**src/rtl/frame_pkg.sv**
```systemverilog
// Shared frame-control definitions: default raster size, address width, pixel type and
// the Wait/Busy/Drain/Done state encoding used by the frame readers and writers.
package frame_pkg;

    localparam int H_TOTAL_DEF = 640;
    localparam int V_TOTAL_DEF = 480;
    localparam int ADDR_W      = 19;
    localparam int PIX_W_DEF   = 16;

    typedef logic [PIX_W_DEF-1:0] pix_t;

    typedef enum logic [1:0] {
        Wait,
        Busy,
        Drain,
        Done
    } frame_state_t;

    // y*h as a sum of shifted copies of y; h is a constant, so this folds to a few adders.
    function automatic logic [ADDR_W-1:0] line_offset(input logic [ADDR_W-1:0] y,
                                                      input int unsigned h);
        logic [ADDR_W-1:0] acc;
        acc = '0;
        for (int i = 0; i < ADDR_W; i++) begin
            if (h[i]) begin
                acc = acc + (y << i);
            end
        end
        return acc;
    endfunction

endpackage

```
**src/rtl/frame_reader_fifo.sv**
```systemverilog
// Small show-ahead synchronous FIFO holding returned pixels with their line/frame markers.
// Head entry is visible combinationally whenever empty is low.
module frame_reader_fifo #(
    parameter int DEPTH = 4,
    parameter int W     = 18
) (
    input  logic                     Clk,
    input  logic                     Reset,
    input  logic                     push,
    input  logic [W-1:0]             push_data,
    input  logic                     pop,
    output logic [W-1:0]             head,
    output logic                     empty,
    output logic [$clog2(DEPTH):0]   count
);

    localparam int PW = $clog2(DEPTH);

    logic [W-1:0]  mem_reg [DEPTH];
    logic [PW-1:0] wptr_reg;
    logic [PW-1:0] rptr_reg;
    logic [PW:0]   count_reg;
    logic          full;
    logic          do_push;
    logic          do_pop;

    assign empty   = (count_reg == '0);
    assign full    = (count_reg == (PW+1)'(DEPTH));
    assign do_pop  = pop && !empty;
    assign do_push = push && (!full || do_pop);
    assign head    = mem_reg[rptr_reg];
    assign count   = count_reg;

    always_ff @(posedge Clk) begin
        if (Reset) begin
            wptr_reg  <= '0;
            rptr_reg  <= '0;
            count_reg <= '0;
        end else begin
            if (do_push) begin
                wptr_reg <= wptr_reg + 1'b1;
            end
            if (do_pop) begin
                rptr_reg <= rptr_reg + 1'b1;
            end
            case ({do_push, do_pop})
                2'b10:   count_reg <= count_reg + 1'b1;
                2'b01:   count_reg <= count_reg - 1'b1;
                default: ;
            endcase
        end
    end

    // Storage carries no reset; occupancy is tracked solely by the pointers and count.
    for (genvar gi = 0; gi < DEPTH; gi++) begin : g_entry
        always_ff @(posedge Clk) begin
            if (do_push && (wptr_reg == PW'(gi))) begin
                mem_reg[gi] <= push_data;
            end
        end
    end

endmodule

```
**src/rtl/frame_reader.sv**
```systemverilog
// Raster-order frame reader: issues frame-buffer reads under a credit limit and streams the
// returned pixels with sol/sof markers. Define FRAME_READER_DBUF_EN for the buf_sel front-buffer port.
module frame_reader
    import frame_pkg::*;
#(
    parameter int H_TOTAL    = H_TOTAL_DEF,
    parameter int V_TOTAL    = V_TOTAL_DEF,
    parameter int PIX_W      = $bits(pix_t),
    parameter int FIFO_DEPTH = 4
) (
    input  logic              Clk,
    input  logic              Reset,
    input  logic              read_start,
    output logic              read_done,
    output logic [ADDR_W-1:0] mem_addr,
    output logic              mem_rd,
    input  logic [PIX_W-1:0]  mem_rdata,
    input  logic              mem_rvalid,
    output logic [PIX_W-1:0]  pix_data,
    output logic              pix_sol,
    output logic              pix_sof,
    output logic              pix_valid,
    input  logic              pix_ready
`ifdef FRAME_READER_DBUF_EN
    ,
    input  logic              buf_sel
`endif
);

    localparam int XW = (H_TOTAL > 1) ? $clog2(H_TOTAL) : 1;
    localparam int YW = (V_TOTAL > 1) ? $clog2(V_TOTAL) : 1;
    localparam int CW = $clog2(FIFO_DEPTH) + 1;
    localparam int EW = PIX_W + 2;
    localparam logic [XW-1:0] X_LAST = XW'(H_TOTAL - 1);
    localparam logic [YW-1:0] Y_LAST = YW'(V_TOTAL - 1);

    frame_state_t      state_reg;
    frame_state_t      state_next;
    logic [XW-1:0]     x_reg;
    logic [XW-1:0]     x_next;
    logic [YW-1:0]     y_reg;
    logic [YW-1:0]     y_next;
    logic [XW-1:0]     rx_reg;
    logic [YW-1:0]     ry_reg;
    logic [CW-1:0]     outstanding_reg;
    logic [CW-1:0]     fifo_count;
    logic [CW:0]       in_flight;
    logic              fifo_empty;
    logic              issue;
    logic              accept_rv;
    logic              pop;
    logic              ret_sol;
    logic              ret_sof;
    logic [ADDR_W-1:0] base_off;
    logic [EW-1:0]     push_entry;
    logic [EW-1:0]     head_entry;

`ifdef FRAME_READER_DBUF_EN
    localparam logic [ADDR_W-1:0] FRAME_SIZE = ADDR_W'(H_TOTAL * V_TOTAL);
    logic base_sel_reg;

    // Buffer choice is latched once per frame so mid-frame buf_sel changes cannot tear it.
    always_ff @(posedge Clk) begin
        if (Reset) begin
            base_sel_reg <= 1'b0;
        end else if (state_reg == Wait && read_start) begin
            base_sel_reg <= buf_sel;
        end
    end

    assign base_off = base_sel_reg ? FRAME_SIZE : '0;
`else
    assign base_off = '0;
`endif

    // Reads in flight plus pixels buffered may never exceed the FIFO, so pushes cannot overflow.
    assign in_flight = {1'b0, outstanding_reg} + {1'b0, fifo_count};
    assign issue     = (state_reg == Busy) && (in_flight < (CW+1)'(FIFO_DEPTH));
    assign accept_rv = mem_rvalid && (outstanding_reg != '0) && (state_reg != Wait);

    assign mem_rd    = issue;
    assign mem_addr  = issue ? (line_offset(ADDR_W'(y_reg), H_TOTAL) + ADDR_W'(x_reg) + base_off)
                             : '0;
    assign read_done = (state_reg == Done);

    always_ff @(posedge Clk) begin
        if (Reset) begin
            state_reg       <= Wait;
            x_reg           <= '0;
            y_reg           <= '0;
            rx_reg          <= '0;
            ry_reg          <= '0;
            outstanding_reg <= '0;
        end else begin
            state_reg <= state_next;
            x_reg     <= x_next;
            y_reg     <= y_next;
            case ({issue, accept_rv})
                2'b10:   outstanding_reg <= outstanding_reg + 1'b1;
                2'b01:   outstanding_reg <= outstanding_reg - 1'b1;
                default: ;
            endcase
            // Markers follow the returned data stream, independent of how far issue has run ahead.
            if (state_reg == Wait) begin
                rx_reg <= '0;
                ry_reg <= '0;
            end else if (accept_rv) begin
                if (rx_reg == X_LAST) begin
                    rx_reg <= '0;
                    ry_reg <= (ry_reg == Y_LAST) ? '0 : ry_reg + 1'b1;
                end else begin
                    rx_reg <= rx_reg + 1'b1;
                end
            end
        end
    end

    always_comb begin
        state_next = state_reg;
        x_next     = x_reg;
        y_next     = y_reg;
        unique case (state_reg)
            Wait: begin
                x_next = '0;
                y_next = '0;
                if (read_start) begin
                    state_next = Busy;
                end
            end
            Busy: begin
                if (issue) begin
                    if (x_reg == X_LAST) begin
                        x_next = '0;
                        if (y_reg == Y_LAST) begin
                            y_next     = '0;
                            state_next = Drain;
                        end else begin
                            y_next = y_reg + 1'b1;
                        end
                    end else begin
                        x_next = x_reg + 1'b1;
                    end
                end
            end
            Drain: begin
                if (outstanding_reg == '0 && fifo_empty) begin
                    state_next = Done;
                end
            end
            Done: begin
                if (!read_start) begin
                    state_next = Wait;
                end
            end
            default: state_next = Wait;
        endcase
    end

    assign ret_sol    = (rx_reg == '0);
    assign ret_sof    = ret_sol && (ry_reg == '0);
    assign push_entry = {ret_sof, ret_sol, mem_rdata};
    assign pop        = pix_valid && pix_ready;

    frame_reader_fifo #(
        .DEPTH (FIFO_DEPTH),
        .W     (EW)
    ) u_fifo (
        .Clk       (Clk),
        .Reset     (Reset),
        .push      (accept_rv),
        .push_data (push_entry),
        .pop       (pop),
        .head      (head_entry),
        .empty     (fifo_empty),
        .count     (fifo_count)
    );

    assign pix_valid = !fifo_empty;
    assign pix_data  = fifo_empty ? '0 : head_entry[PIX_W-1:0];
    assign pix_sol   = !fifo_empty && head_entry[PIX_W];
    assign pix_sof   = !fifo_empty && head_entry[PIX_W+1];

endmodule
```
**config.mk**
```make
export PLATFORM = sky130hd
export DESIGN_NAME = frame_reader
export DESIGN_NICKNAME = d
export VERILOG_FILES = /design/src/rtl/frame_pkg.sv /design/src/rtl/frame_reader_fifo.sv /design/src/rtl/frame_reader.sv
export SDC_FILE = /design/constraint.sdc
export NUM_CORES = 1
export LEC_CHECK = 0
export CAP_MARGIN = 15
export CORE_UTILIZATION = 62
export CTS_CLUSTER_DIAMETER = 200
export DETAILED_ROUTE_END_ITERATION = 10
export DONT_BUFFER_PORTS = 1
export HOLD_SLACK_MARGIN = 0.02
export MAX_ROUTING_LAYER = met4
export PLACE_DENSITY = 0.78
export SYNTH_ARGS = -nofsm -noshare
export SYNTH_HDL_FRONTEND = slang
export SYNTH_SLANG_ARGS = --single-unit
```
**constraint.sdc**
```tcl
create_clock -name Clk -period 7.6 [get_ports Clk]
set_clock_uncertainty 0.1 [all_clocks]
set_input_delay 1.52 -clock Clk [delete_from_list [all_inputs] [get_ports Clk]]
set_output_delay 1.52 -clock Clk [all_outputs]
set_load 0.02 [all_outputs]
```
==> flow_summary.yaml <==
power_and_ir_drop:
  power.density_mw_per_mm2: 276.8
  power_frac_comb: 0.185
  p_seq_frac: 0.411
  vdd_drop_max_mv: 0.2265
  leakagePower_nw: 2.406
  power_frac_clock: 0.403
  p_int_mw: 1.276
  p_sw_frac: 0.3212
  power_switching_uw: 604.1
layout:
  largest_reg_flops: 72
  area_growth_syn_to_layout_pct: 10.79
  diodes: 0
  drive_gt1_frac: 0.1131
  fin_nets: 594
  design_area_mm2: 0.006794
placement:
  routabilityCongestion: 0.8639
  dpl-instance-area_mm2: 0.006231
  hpwl_mm: 8.262
  io_buffers: 0
route:
  drc: 0
  post_drt_wl_per_cell_um: 17.94
  wl_mm: 12.14
  dr.pass1.iters: 5
  drtAntennaViolNets: 0
  drt_iter0_markers: 141
  vias: 4041
  viasPerCell: 5.969
setup_path:
  r2r-start: "state_reg[0]$_SDFFE_PP0P_"
  startpoint_type: "flip-flop"
  path_class: "flip-flop to output pin"
  critPathRequiredTime_ps: 5980
  worst-path-max-fanout: 7
  path_common_cell: "fa_1"
  cp.arrival_ps: 3270
  reg2regPathDepth: 6
  worstSetupEndpointType: "output pin"
  path_cells: "inv_1 -> fa_1 -> fa_1 -> nor2b_1 -> o21ai_1 -> a21boi_1 -> o41ai_1 -> o21ai_0"
  cp-startpoint: "y_reg[0]$_SDFFE_PP0P_"
  max_stage_delay_ps: 540
  crit_path_top_delay_cell: "o21ai_0"
clock_tree:
  post_cts.repair.setup_buffers: 0
  cts_buffer_depth: 2
  cts_tree: "yes"
  postCtsHoldBufs: 0
  root_buffer: "clkbuf_8"
  cts_num_sinks: 124
  clkTransAtPathRegs_ps: 60
  htreeDepth: 4
  clk-insertion-delay-late_ps: 520
  cts-buffers-inserted: 17
  cts-resized-gates: 0
sta:
  finalHoldViolations: 0
  tns_ps: 0
  rsz0062_at_grt: "no"
  finalMaxSlewViolations: 0
  max_freq_mhz: 204.3
  setup_viol: 0
  fin_crit_ps: 4894
  slew_headroom: 0.3597
  worstMarginPinSlew_ps: 960.5
  post-route-period-util: 0.6440
die:
  core_area_mm2: 0.009415
  ioPinCount: 61
  die_h_um: 101.5
  die_area_mm2: 0.01029
  initial_core_util: 0.6513
  rows: 35
  chipWidth_um: 101.5
global_route:
  grt_remaining_overflow: 0
  antenna_found_initial: 0
  grt_max_degree: 24
  grt_usage: 0.2668
  grt_first_pass_wirelength_mm: 19.75
  first_global_vias: 4023
synthesis:
  synthArstFlopShare: 0
  syn_area_mm2: 0.006132
  synth.net_count: 590
  synth_edf_count: 72
  yosys_warnings: 0
  synth-seq-cells: 124
  ys_seq_area_frac: 0.5223
  synth_flop_cell: "edfxtp_1"
  synth_cell_types: 58
  avgSynthCellArea_um2: 11.55
  synthCells: 531
min_path:
  hold_depth: 2
  hold_path.class: "flip-flop to flip-flop"
  worstHoldStart: "x_reg[1]$_SDFFE_PP0P_"
job:
  maxCapViolCount: 0
outcome:
  status: "finished clean"
Yosys cell counts, types with 3 or more instances:
master / n / share of area
edfxtp_1: 72 / 0.35
dfxtp_1: 52 / 0.17
nor2_1: 52 / 0.032
and2_1: 34 / 0.035
ha_1: 34 / 0.069
nand2_1: 29 / 0.018
inv_1: 25 / 0.015
mux4_2: 18 / 0.066
o21ai_1: 18 / 0.015
nand3_1: 17 / 0.014
xor2_1: 17 / 0.024
a21oi_1: 13 / 0.011
xnor2_1: 12 / 0.017
nand2b_1: 10 / 0.010
nand4_1: 10 / 0.010
clkbuf_1: 8 / 0.0049
nor3_1: 8 / 0.0065
o21ai_0: 8 / 0.0065
a31oi_1: 6 / 0.0061
mux2i_1: 6 / 0.0098
nor2b_1: 6 / 0.0061
a21o_1: 5 / 0.0061
and3_1: 5 / 0.0051
and4_1: 5 / 0.0071
buf_2: 5 / 0.0041
a211oi_1: 4 / 0.0049
fa_1: 4 / 0.013
o31ai_1: 4 / 0.0049
or3_1: 4 / 0.0041
nor4b_1: 3 / 0.0043
or2_2: 3 / 0.0031
placed cells by master (no fill, tap or decap), drive strengths merged, types with 3 or more instances in the layout:
cell type  synthesis  layout
edfxtp            72      72
nor2              52      52
dfxtp             52      52
inv               27      38
and2              34      34
ha                34      34
nand2             30      30
o21ai             26      26
mux4              18      18
nand3             18      18
xor2              17      17
clkbuf             8      17
a21oi             13      13
xnor2             12      12
nand2b            10      10
nand4             10      10
nor3              10      10
a31oi              7       7
mux2i              6       6
nor2b              6       6
a21o               5       5
and3               5       5
and4               5       5
o31ai              5       5
or2                5       5
or3                4       4
a211oi             4       4
fa                 4       4
nor4b              3       3
power groups by stage:
stage	logic, mW	clock network (mW)	registers, mW
2_1_floorplan	0.281	0	0.777
3_3_place_gp	0.333	0	0.783
3_5_place_dp	0.344	0	0.786
4_1_cts	0.350	0.771	0.773
5_1_grt	0.395	0.800	0.777
6_report	0.349	0.759	0.773
cell families (layout without fill, tap and decap cells):
group                      Yosys count  after routing  share of synthesized area
and+or+nand+nor                    199            199                     0.1726
DFF                                124            124                     0.5223
AOI/OAI and AO/OA                   73             73                    0.07550
buffers and inverters               43             60                    0.02795
adders and majority gates           38             38                    0.08243
xor gates and xnor gates            29             29                    0.04142
muxes                               25             25                    0.07774
final cells by class:
class	count	area [um^2]
clock buffers	17	414.1
fillers	643	2621
flip-flops and latches	124	3203
multi-input cells	364	2758
repair buffers	1	7.507
inverters	27	101.3
clock inverters	15	148.9
well taps	129	161.4
per-stage QoR:
| stage | power [mW] | setup slack, ps | hold slack, ps | util | std cells |
|---|---|---|---|---|---|
| floorplan | 1.058 | 3517 | 357.6 | - | 531 |
| global placement | 1.116 | 3357 | 370.8 | 0.6618 | 645 |
| detailed placement | 1.130 | 3286 | 377.7 | 0.6618 | 645 |
| CTS | 1.893 | 2719 | 389.1 | 0.7216 | 677 |
| global route | 1.973 | 2509 | 435.1 | 0.7216 | 677 |
| finish | 1.881 | 2706 | 392.3 | 0.7216 | 677 |
final timing paths:
path / to / slack (ps)
max: mem_addr[18] / 2710
min: x_reg[1]$_SDFFE_PP0P_ / 390
max reg2reg: u_fifo.mem_reg[2][1]$_DFFE_PP_ / 4520
min reg2reg: x_reg[1]$_SDFFE_PP0P_ / 390
layer usage:
layer	wire [um]	vias up	part of all wire	GRT usage
met2	6432	98	0.53	0.4668
met4	96	0	0.0079	0.06020
li1	-	1945	-	-
met5	0	-	0	-
met1	5028	1989	0.41	0.3006
met3	585	9	0.048	0.08006
critical path, delay by kind of cell, from the launching register on:
kind                     cells  cell delay [ps]
AO/OA/AOI/OAI                4             1070
adder cells (fa/ha/maj)      2              970
buffers and inverters        1               90
flip-flops                   1              440
AND/OR/NAND/NOR              1              180
Power figures use the tool's default switching activity.
